--- src/rtl/codec_init_seq.sv ---
// WM8731 power-up register sequencer: walks an 11-entry init table over an
// external I2C write engine, then services headphone volume updates.
module codec_init_seq #(
    parameter logic [7:0]  I2C_ADDR  = 8'h34,
    parameter logic [15:0] START_DLY = 16'd1000,
    parameter logic [7:0]  GAP_CYC   = 8'd20,
    parameter logic [15:0] ACK_TO    = 16'd4096
) (
    input  logic        clk,
    input  logic        reset,
    input  logic        start,
    input  logic        vol_req,
    input  logic [6:0]  vol_val,
    output logic        vol_ack,
    input  logic        i2c_idle,
    output logic [23:0] i2c_packet,
    output logic        wr_i2c,
    output logic        init_done,
    output logic        busy,
    output logic        err
);

    typedef enum logic [2:0] {
        ST_IDLE      = 3'd0,
        ST_DLY       = 3'd1,
        ST_ISSUE     = 3'd2,
        ST_WAIT_ACC  = 3'd3,
        ST_WAIT_DONE = 3'd4,
        ST_GAP       = 3'd5,
        ST_DONE      = 3'd6,
        ST_ERR       = 3'd7
    } state_t;

    localparam logic [3:0] LAST_IDX = 4'd10;

    // {reg[6:0], data[8:0]}; entry 0 resets the codec, entry 10 activates it.
    function automatic logic [15:0] init_entry(input logic [3:0] idx);
        case (idx)
            4'd0:    init_entry = {7'd15, 9'h000};
            4'd1:    init_entry = {7'd6,  9'h010};
            4'd2:    init_entry = {7'd0,  9'h017};
            4'd3:    init_entry = {7'd1,  9'h017};
            4'd4:    init_entry = {7'd2,  9'h179};
            4'd5:    init_entry = {7'd3,  9'h079};
            4'd6:    init_entry = {7'd4,  9'h012};
            4'd7:    init_entry = {7'd5,  9'h000};
            4'd8:    init_entry = {7'd7,  9'h00A};
            4'd9:    init_entry = {7'd8,  9'h000};
            4'd10:   init_entry = {7'd9,  9'h001};
            default: init_entry = {7'd9,  9'h001};
        endcase
    endfunction

    state_t        state_r, state_s;
    logic [15:0]   cnt_r, cnt_s;
    logic [16:0]   cnt_inc_s;
    logic [3:0]    idx_r, idx_s;
    logic          vol_mode_r, vol_mode_s;
    logic [6:0]    vol_data_r, vol_data_s;
    logic [23:0]   packet_r, packet_s;
    logic          wr_r, wr_s;
    logic          vol_ack_r, vol_ack_s;
    logic          init_done_r, err_r, busy_r;

    assign cnt_inc_s = {1'b0, cnt_r} + 17'd1;

    // Next-state, counter, index and strobe decode.
    always_comb begin
        state_s    = state_r;
        cnt_s      = cnt_r;
        idx_s      = idx_r;
        vol_mode_s = vol_mode_r;
        vol_data_s = vol_data_r;
        packet_s   = packet_r;
        wr_s       = 1'b0;
        vol_ack_s  = 1'b0;
        case (state_r)
            ST_IDLE: begin
                state_s = ST_DLY;
                cnt_s   = 16'd0;
            end
            ST_DLY: begin
                if (cnt_inc_s >= {1'b0, START_DLY}) begin
                    state_s = ST_ISSUE;
                    cnt_s   = 16'd0;
                end else begin
                    cnt_s = cnt_inc_s[15:0];
                end
            end
            ST_ISSUE: begin
                if (i2c_idle) begin
                    wr_s    = 1'b1;
                    state_s = ST_WAIT_ACC;
                    cnt_s   = 16'd0;
                    if (vol_mode_r) begin
                        packet_s = {I2C_ADDR, 7'd2, 1'b1, 1'b0, vol_data_r};
                    end else begin
                        packet_s = {I2C_ADDR, init_entry(idx_r)};
                    end
                end else begin
                    state_s = ST_ISSUE;
                end
            end
            ST_WAIT_ACC: begin
                // The engine must show it accepted the strobe by leaving idle.
                if (!i2c_idle) begin
                    state_s = ST_WAIT_DONE;
                    cnt_s   = 16'd0;
                end else if (cnt_inc_s >= {1'b0, ACK_TO}) begin
                    state_s = ST_ERR;
                    cnt_s   = 16'd0;
                end else begin
                    cnt_s = cnt_inc_s[15:0];
                end
            end
            ST_WAIT_DONE: begin
                if (i2c_idle) begin
                    state_s = ST_GAP;
                    cnt_s   = 16'd0;
                end else begin
                    state_s = ST_WAIT_DONE;
                end
            end
            ST_GAP: begin
                if (cnt_inc_s >= {9'd0, GAP_CYC}) begin
                    cnt_s = 16'd0;
                    if (vol_mode_r) begin
                        state_s    = ST_DONE;
                        vol_mode_s = 1'b0;
                        vol_ack_s  = 1'b1;
                    end else if (idx_r < LAST_IDX) begin
                        state_s = ST_ISSUE;
                        idx_s   = idx_r + 4'd1;
                    end else begin
                        state_s = ST_DONE;
                    end
                end else begin
                    cnt_s = cnt_inc_s[15:0];
                end
            end
            ST_DONE: begin
                // A restart outranks a pending volume request.
                if (start) begin
                    state_s    = ST_ISSUE;
                    idx_s      = 4'd0;
                    cnt_s      = 16'd0;
                    vol_mode_s = 1'b0;
                end else if (vol_req) begin
                    state_s    = ST_ISSUE;
                    cnt_s      = 16'd0;
                    vol_mode_s = 1'b1;
                    vol_data_s = vol_val;
                end else begin
                    state_s = ST_DONE;
                end
            end
            ST_ERR: begin
                if (start) begin
                    state_s    = ST_ISSUE;
                    idx_s      = 4'd0;
                    cnt_s      = 16'd0;
                    vol_mode_s = 1'b0;
                end else begin
                    state_s = ST_ERR;
                end
            end
            default: begin
                state_s = ST_IDLE;
                cnt_s   = 16'd0;
                idx_s   = 4'd0;
            end
        endcase
    end

    // State and output registers; status flags follow the next state.
    always_ff @(posedge clk) begin
        if (!reset) begin
            state_r     <= ST_IDLE;
            cnt_r       <= 16'd0;
            idx_r       <= 4'd0;
            vol_mode_r  <= 1'b0;
            vol_data_r  <= 7'd0;
            packet_r    <= 24'h0;
            wr_r        <= 1'b0;
            vol_ack_r   <= 1'b0;
            init_done_r <= 1'b0;
            err_r       <= 1'b0;
            busy_r      <= 1'b1;
        end else begin
            state_r     <= state_s;
            cnt_r       <= cnt_s;
            idx_r       <= idx_s;
            vol_mode_r  <= vol_mode_s;
            vol_data_r  <= vol_data_s;
            packet_r    <= packet_s;
            wr_r        <= wr_s;
            vol_ack_r   <= vol_ack_s;
            init_done_r <= (state_s == ST_DONE);
            err_r       <= (state_s == ST_ERR);
            busy_r      <= (state_s != ST_DONE) && (state_s != ST_ERR);
        end
    end

    assign i2c_packet = packet_r;
    assign wr_i2c     = wr_r;
    assign vol_ack    = vol_ack_r;
    assign init_done  = init_done_r;
    assign err        = err_r;
    assign busy       = busy_r;

endmodule

--- config.mk ---
export PLATFORM = sky130hd
export DESIGN_NAME = codec_init_seq
export DESIGN_NICKNAME = d
export VERILOG_FILES = /design/src/rtl/codec_init_seq.sv
export SDC_FILE = /design/constraint.sdc
export NUM_CORES = 1
export LEC_CHECK = 0
export CORE_MARGIN = 2
export CORE_UTILIZATION = 50
export CTS_CLUSTER_DIAMETER = 60
export DETAILED_ROUTE_END_ITERATION = 16
export GPL_ROUTABILITY_DRIVEN = 0
export PLACE_DENSITY_LB_ADDON = 0.1
export SLEW_MARGIN = 25
export SYNTH_ARGS = -nofsm -noshare
export SYNTH_HDL_FRONTEND = slang
export SYNTH_SLANG_ARGS = --single-unit
--- constraint.sdc ---
create_clock -name clk -period 3.1 [get_ports clk]
set_input_delay 0.62 -clock clk [delete_from_list [all_inputs] [get_ports clk]]
set_output_delay 0.62 -clock clk [all_outputs]
set_load 0.02 [all_outputs]
==> run_summary.xml <==
<?xml version="1.0" encoding="UTF-8"?>
<metrics>
  <group name="min_path">
    <metric name="min-delay-path-class" unit="">reg2reg</metric>
  </group>
  <group name="placed_design">
    <metric name="port_buffer_cells" unit="">31</metric>
    <metric name="preCtsSetupSlack" unit="ns">0.01128</metric>
    <metric name="detailed_place.area" unit="mm2">0.003606</metric>
    <metric name="place_hpwl" unit="mm">4.828</metric>
  </group>
  <group name="die">
    <metric name="chipHeight" unit="um">82.88</metric>
    <metric name="floorplan.initialDensity" unit="%">52.23</metric>
    <metric name="io_pins" unit="">41</metric>
    <metric name="num_rows" unit="">28</metric>
    <metric name="dieArea" unit="mm2">0.006868</metric>
    <metric name="die_w" unit="um">82.88</metric>
    <metric name="core_area" unit="mm2">0.005956</metric>
  </group>
  <group name="pwr">
    <metric name="fin_total_pwr" unit="mW">1.669</metric>
    <metric name="pwr_density_cell" unit="mW/mm2">423.5</metric>
    <metric name="irDropWorstVdd" unit="mV">0.3413</metric>
    <metric name="power.leakage" unit="nW">1.446</metric>
  </group>
  <group name="sta">
    <metric name="setup_tns" unit="ns">0</metric>
    <metric name="holdWs" unit="ns">0.4681</metric>
    <metric name="finalWorstPathRequiredPeriod" unit="ns">2.987</metric>
    <metric name="setup_viol" unit="">0</metric>
    <metric name="maxSlewViolCount" unit="">0</metric>
    <metric name="layout_setup_ws" unit="ns">0.1129</metric>
    <metric name="timing.max_slew.rel_slack" unit="%">51.70</metric>
    <metric name="tightest_slew" unit="ns">0.7236</metric>
    <metric name="skew" unit="ns">0.01278</metric>
    <metric name="max_clock_freq" unit="MHz">334.8</metric>
    <metric name="finalHoldViolations" unit="">0</metric>
    <metric name="layout_worst_path_cycle_share" unit="%">96.36</metric>
  </group>
  <group name="route">
    <metric name="viasPerCell" unit="">5.518</metric>
    <metric name="route.final.wire_length" unit="mm">6.951</metric>
    <metric name="routed-via-count" unit="">2715</metric>
    <metric name="post-route-drc-count" unit="">0</metric>
    <metric name="route.detailed.wl_per_inst" unit="um">14.13</metric>
    <metric name="detailedRoute.firstPassIterationCount" unit="">4</metric>
    <metric name="detail_route.iter0.violations" unit="">149</metric>
    <metric name="antenna_violating_nets_post_route" unit="">0</metric>
  </group>
  <group name="synthesis">
    <metric name="ys_top_cells_by_area" unit="">sky130_fd_sc_hd__dfxtp_1 (39%), sky130_fd_sc_hd__mux2i_1 (6.4%), sky130_fd_sc_hd__nor2_1 (5.1%), sky130_fd_sc_hd__ha_1 (4.0%), sky130_fd_sc_hd__buf_4 (3.1%)</metric>
    <metric name="synthMostInstantiatedCell" unit="">sky130_fd_sc_hd__dfxtp_1</metric>
    <metric name="ys_warn_count" unit="">0</metric>
    <metric name="synthDominantAreaCellType" unit="">sky130_fd_sc_hd__dfxtp_1</metric>
    <metric name="synth-async-reset-ratio" unit="%">0</metric>
    <metric name="netlist_top_cells_count" unit="">sky130_fd_sc_hd__dfxtp_1 (60), sky130_fd_sc_hd__nor2_1 (42), sky130_fd_sc_hd__nand2_1 (23)</metric>
    <metric name="syn_area" unit="mm2">0.003110</metric>
    <metric name="fraction_of_synthesized_cell_area_taken_by_the_top_area_cell_type" unit="%">38.62</metric>
    <metric name="synth_flop_cell" unit="">sky130_fd_sc_hd__dfxtp_1</metric>
    <metric name="ys_seq_elements" unit="">60</metric>
    <metric name="synth_enable_flop_cells" unit="">0</metric>
    <metric name="netlist_instances" unit="">361</metric>
    <metric name="synth.yosys.seq_area_share" unit="%">38.62</metric>
    <metric name="post_synth.cell_area_avg" unit="um2">8.616</metric>
    <metric name="ys_types" unit="">62</metric>
  </group>
  <group name="cells_and_area">
    <metric name="area_growth" unit="%">26.67</metric>
    <metric name="final_nets" unit="">434</metric>
    <metric name="multi_input_comb_area" unit="mm2">0.001779</metric>
    <metric name="antenna_cells" unit="">0</metric>
    <metric name="post_route_cells_drive_above_1_share" unit="%">20.38</metric>
    <metric name="fillerInstances" unit="">520</metric>
    <metric name="sequential_cell_area" unit="mm2">0.001211</metric>
    <metric name="post-route-cell-area" unit="mm2">0.003940</metric>
  </group>
  <group name="critical_path">
    <metric name="crit_required" unit="ns">3.37</metric>
    <metric name="critical-path-slowest-cell" unit="">sky130_fd_sc_hd__dfxtp_1</metric>
    <metric name="worstPathArrival" unit="ns">3.26</metric>
    <metric name="worstSetupEndpointType" unit="">flip-flop</metric>
    <metric name="crit_path_start_kind" unit="">flip-flop</metric>
    <metric name="timing.critical_path.mode_cell" unit="">sky130_fd_sc_hd__mux2i_1</metric>
    <metric name="worstPathMaxFanout" unit="">4</metric>
    <metric name="critical_path_class" unit="">reg2reg</metric>
    <metric name="critPathMaxStageDelay" unit="ns">0.34</metric>
    <metric name="cp_cell_sequence" unit="">nand4_1 -&gt; buf_4 -&gt; nor4_4 -&gt; mux2i_1 -&gt; nand4_2 -&gt; o211ai_4 -&gt; mux2i_2 -&gt; and2_4 -&gt; inv_1 -&gt; ha_1 -&gt; mux2_2 -&gt; mux2i_1</metric>
  </group>
  <group name="clocking">
    <metric name="clkTransAtPathRegs" unit="ns">0.08</metric>
    <metric name="tritoncts_clock_tree" unit="">yes</metric>
    <metric name="cts_inserted_buffers" unit="">9</metric>
    <metric name="clockRootBuffer" unit="">sky130_fd_sc_hd__clkbuf_8</metric>
    <metric name="clkLatencyLatePin" unit="ns">0.34</metric>
    <metric name="postCtsHoldBufs" unit="">0</metric>
    <metric name="clk_path_buf_depth" unit="">2</metric>
    <metric name="numClockSinks" unit="">60</metric>
    <metric name="ctsHtreeMaxLevel" unit="">3</metric>
  </group>
  <group name="grt">
    <metric name="vias_in_the_first_global_route" unit="">2420</metric>
    <metric name="globalRouteOverflowTotal" unit="">0</metric>
    <metric name="initial_antenna_violation_count" unit="">0</metric>
    <metric name="largest_net_degree_at_the_start_of_global_routing" unit="">31</metric>
    <metric name="grtUsageTotal" unit="%">20.65</metric>
    <metric name="first_pass_grt_wire_length" unit="mm">11.64</metric>
  </group>
  <group name="run_status">
    <metric name="status" unit="">finished, final reports clean</metric>
  </group>
  <group name="job">
    <metric name="timing.max_cap.violations" unit="">0</metric>
  </group>
</metrics>
==> worst max-delay path: cells and delay by family (launching register included) <==
| family | cells | cell delay [ns] |
|---|---|---|
| simple gates | 4 | 0.80 |
| fa+ha+maj | 1 | 0.27 |
| buf+inv | 2 | 0.29 |
| mux | 4 | 0.93 |
| compound gates | 1 | 0.29 |
| flops | 1 | 0.34 |
==> worst paths after layout <==
path              cells past startpoint             startpoint                           to  slack, ns
hold / removal                        2              flip-flop  i2c_packet[12]$_SDFFE_PN0P_       0.47
hold reg to reg                       2              flip-flop  i2c_packet[12]$_SDFFE_PN0P_       0.47
setup / recovery                     12  cnt_r[9]$_SDFFE_PN0P_                    flip-flop       0.11
setup reg to reg                     12  cnt_r[9]$_SDFFE_PN0P_                    flip-flop       0.11
==> power by group <==
part | internal (mW) | switching (mW) | total [mW]
sequential | 0.786 | 0.0112 | 0.797
combinational | 0.0428 | 0.0603 | 0.103
clock | 0.452 | 0.316 | 0.768
==> stage by stage <==
step	utilization, %	std cells
after floorplan	-	369
after detailed placement	60.55	471
final	66.16	492
after CTS	64.20	487
after global placement	60.55	471
after global routing	66.16	492
==> cell families after synthesis <==
logic type               count (synthesis)  share of synthesized area, %
AO/OA/AOI/OAI                           79                         18.46
XOR/XNOR                                 8                         2.253
adder cells (fa/ha/maj)                 10                         4.023
buffers and inverters                   51                         8.004
flip-flops                              60                         38.62
multiplexers                            21                         6.798
other                                    1                        0.1206
AND/OR/NAND/NOR                        131                         21.72
==> metal layers <==
metal | up-vias | global-route usage, % | share of wire (%)
met1 | 1248 | 29.11 | 49
li1 | 1374 | - | -
met5 | - | 0 | 0
met2 | 83 | 30.28 | 45
met4 | 0 | 9.091 | 1.5
met3 | 10 | 4.573 | 5.3
==> area by class of cell <==
cell class | count | share of cell area, %
Clock buffer | 10 | 3.239
Clock inverter | 6 | 2.255
Inverter | 17 | 1.683
Multi-Input combinational cell | 258 | 45.16
Sequential cell | 60 | 30.74
Tap cell | 75 | 2.382
Timing Repair Buffer | 66 | 14.54
==> layout by cell type (no fill, tap or decap), types with 13 or more instances in the layout <==
master,n
sky130_fd_sc_hd__dfxtp_1,56
sky130_fd_sc_hd__nor2_1,42
sky130_fd_sc_hd__buf_4,35
sky130_fd_sc_hd__clkdlybuf4s50_1,31
sky130_fd_sc_hd__nand2_1,23
sky130_fd_sc_hd__mux2i_1,18
sky130_fd_sc_hd__nand3_1,14
sky130_fd_sc_hd__a21oi_1,14
sky130_fd_sc_hd__inv_1,13
sky130_fd_sc_hd__a31oi_1,13
==> what timing repair did <==
item	in CTS	in global routing
buffers inserted	0	5
setup endpoints to repair	1	9
resized for setup	1	18
pin swaps	0	3
(Power assumes the default switching activity.)
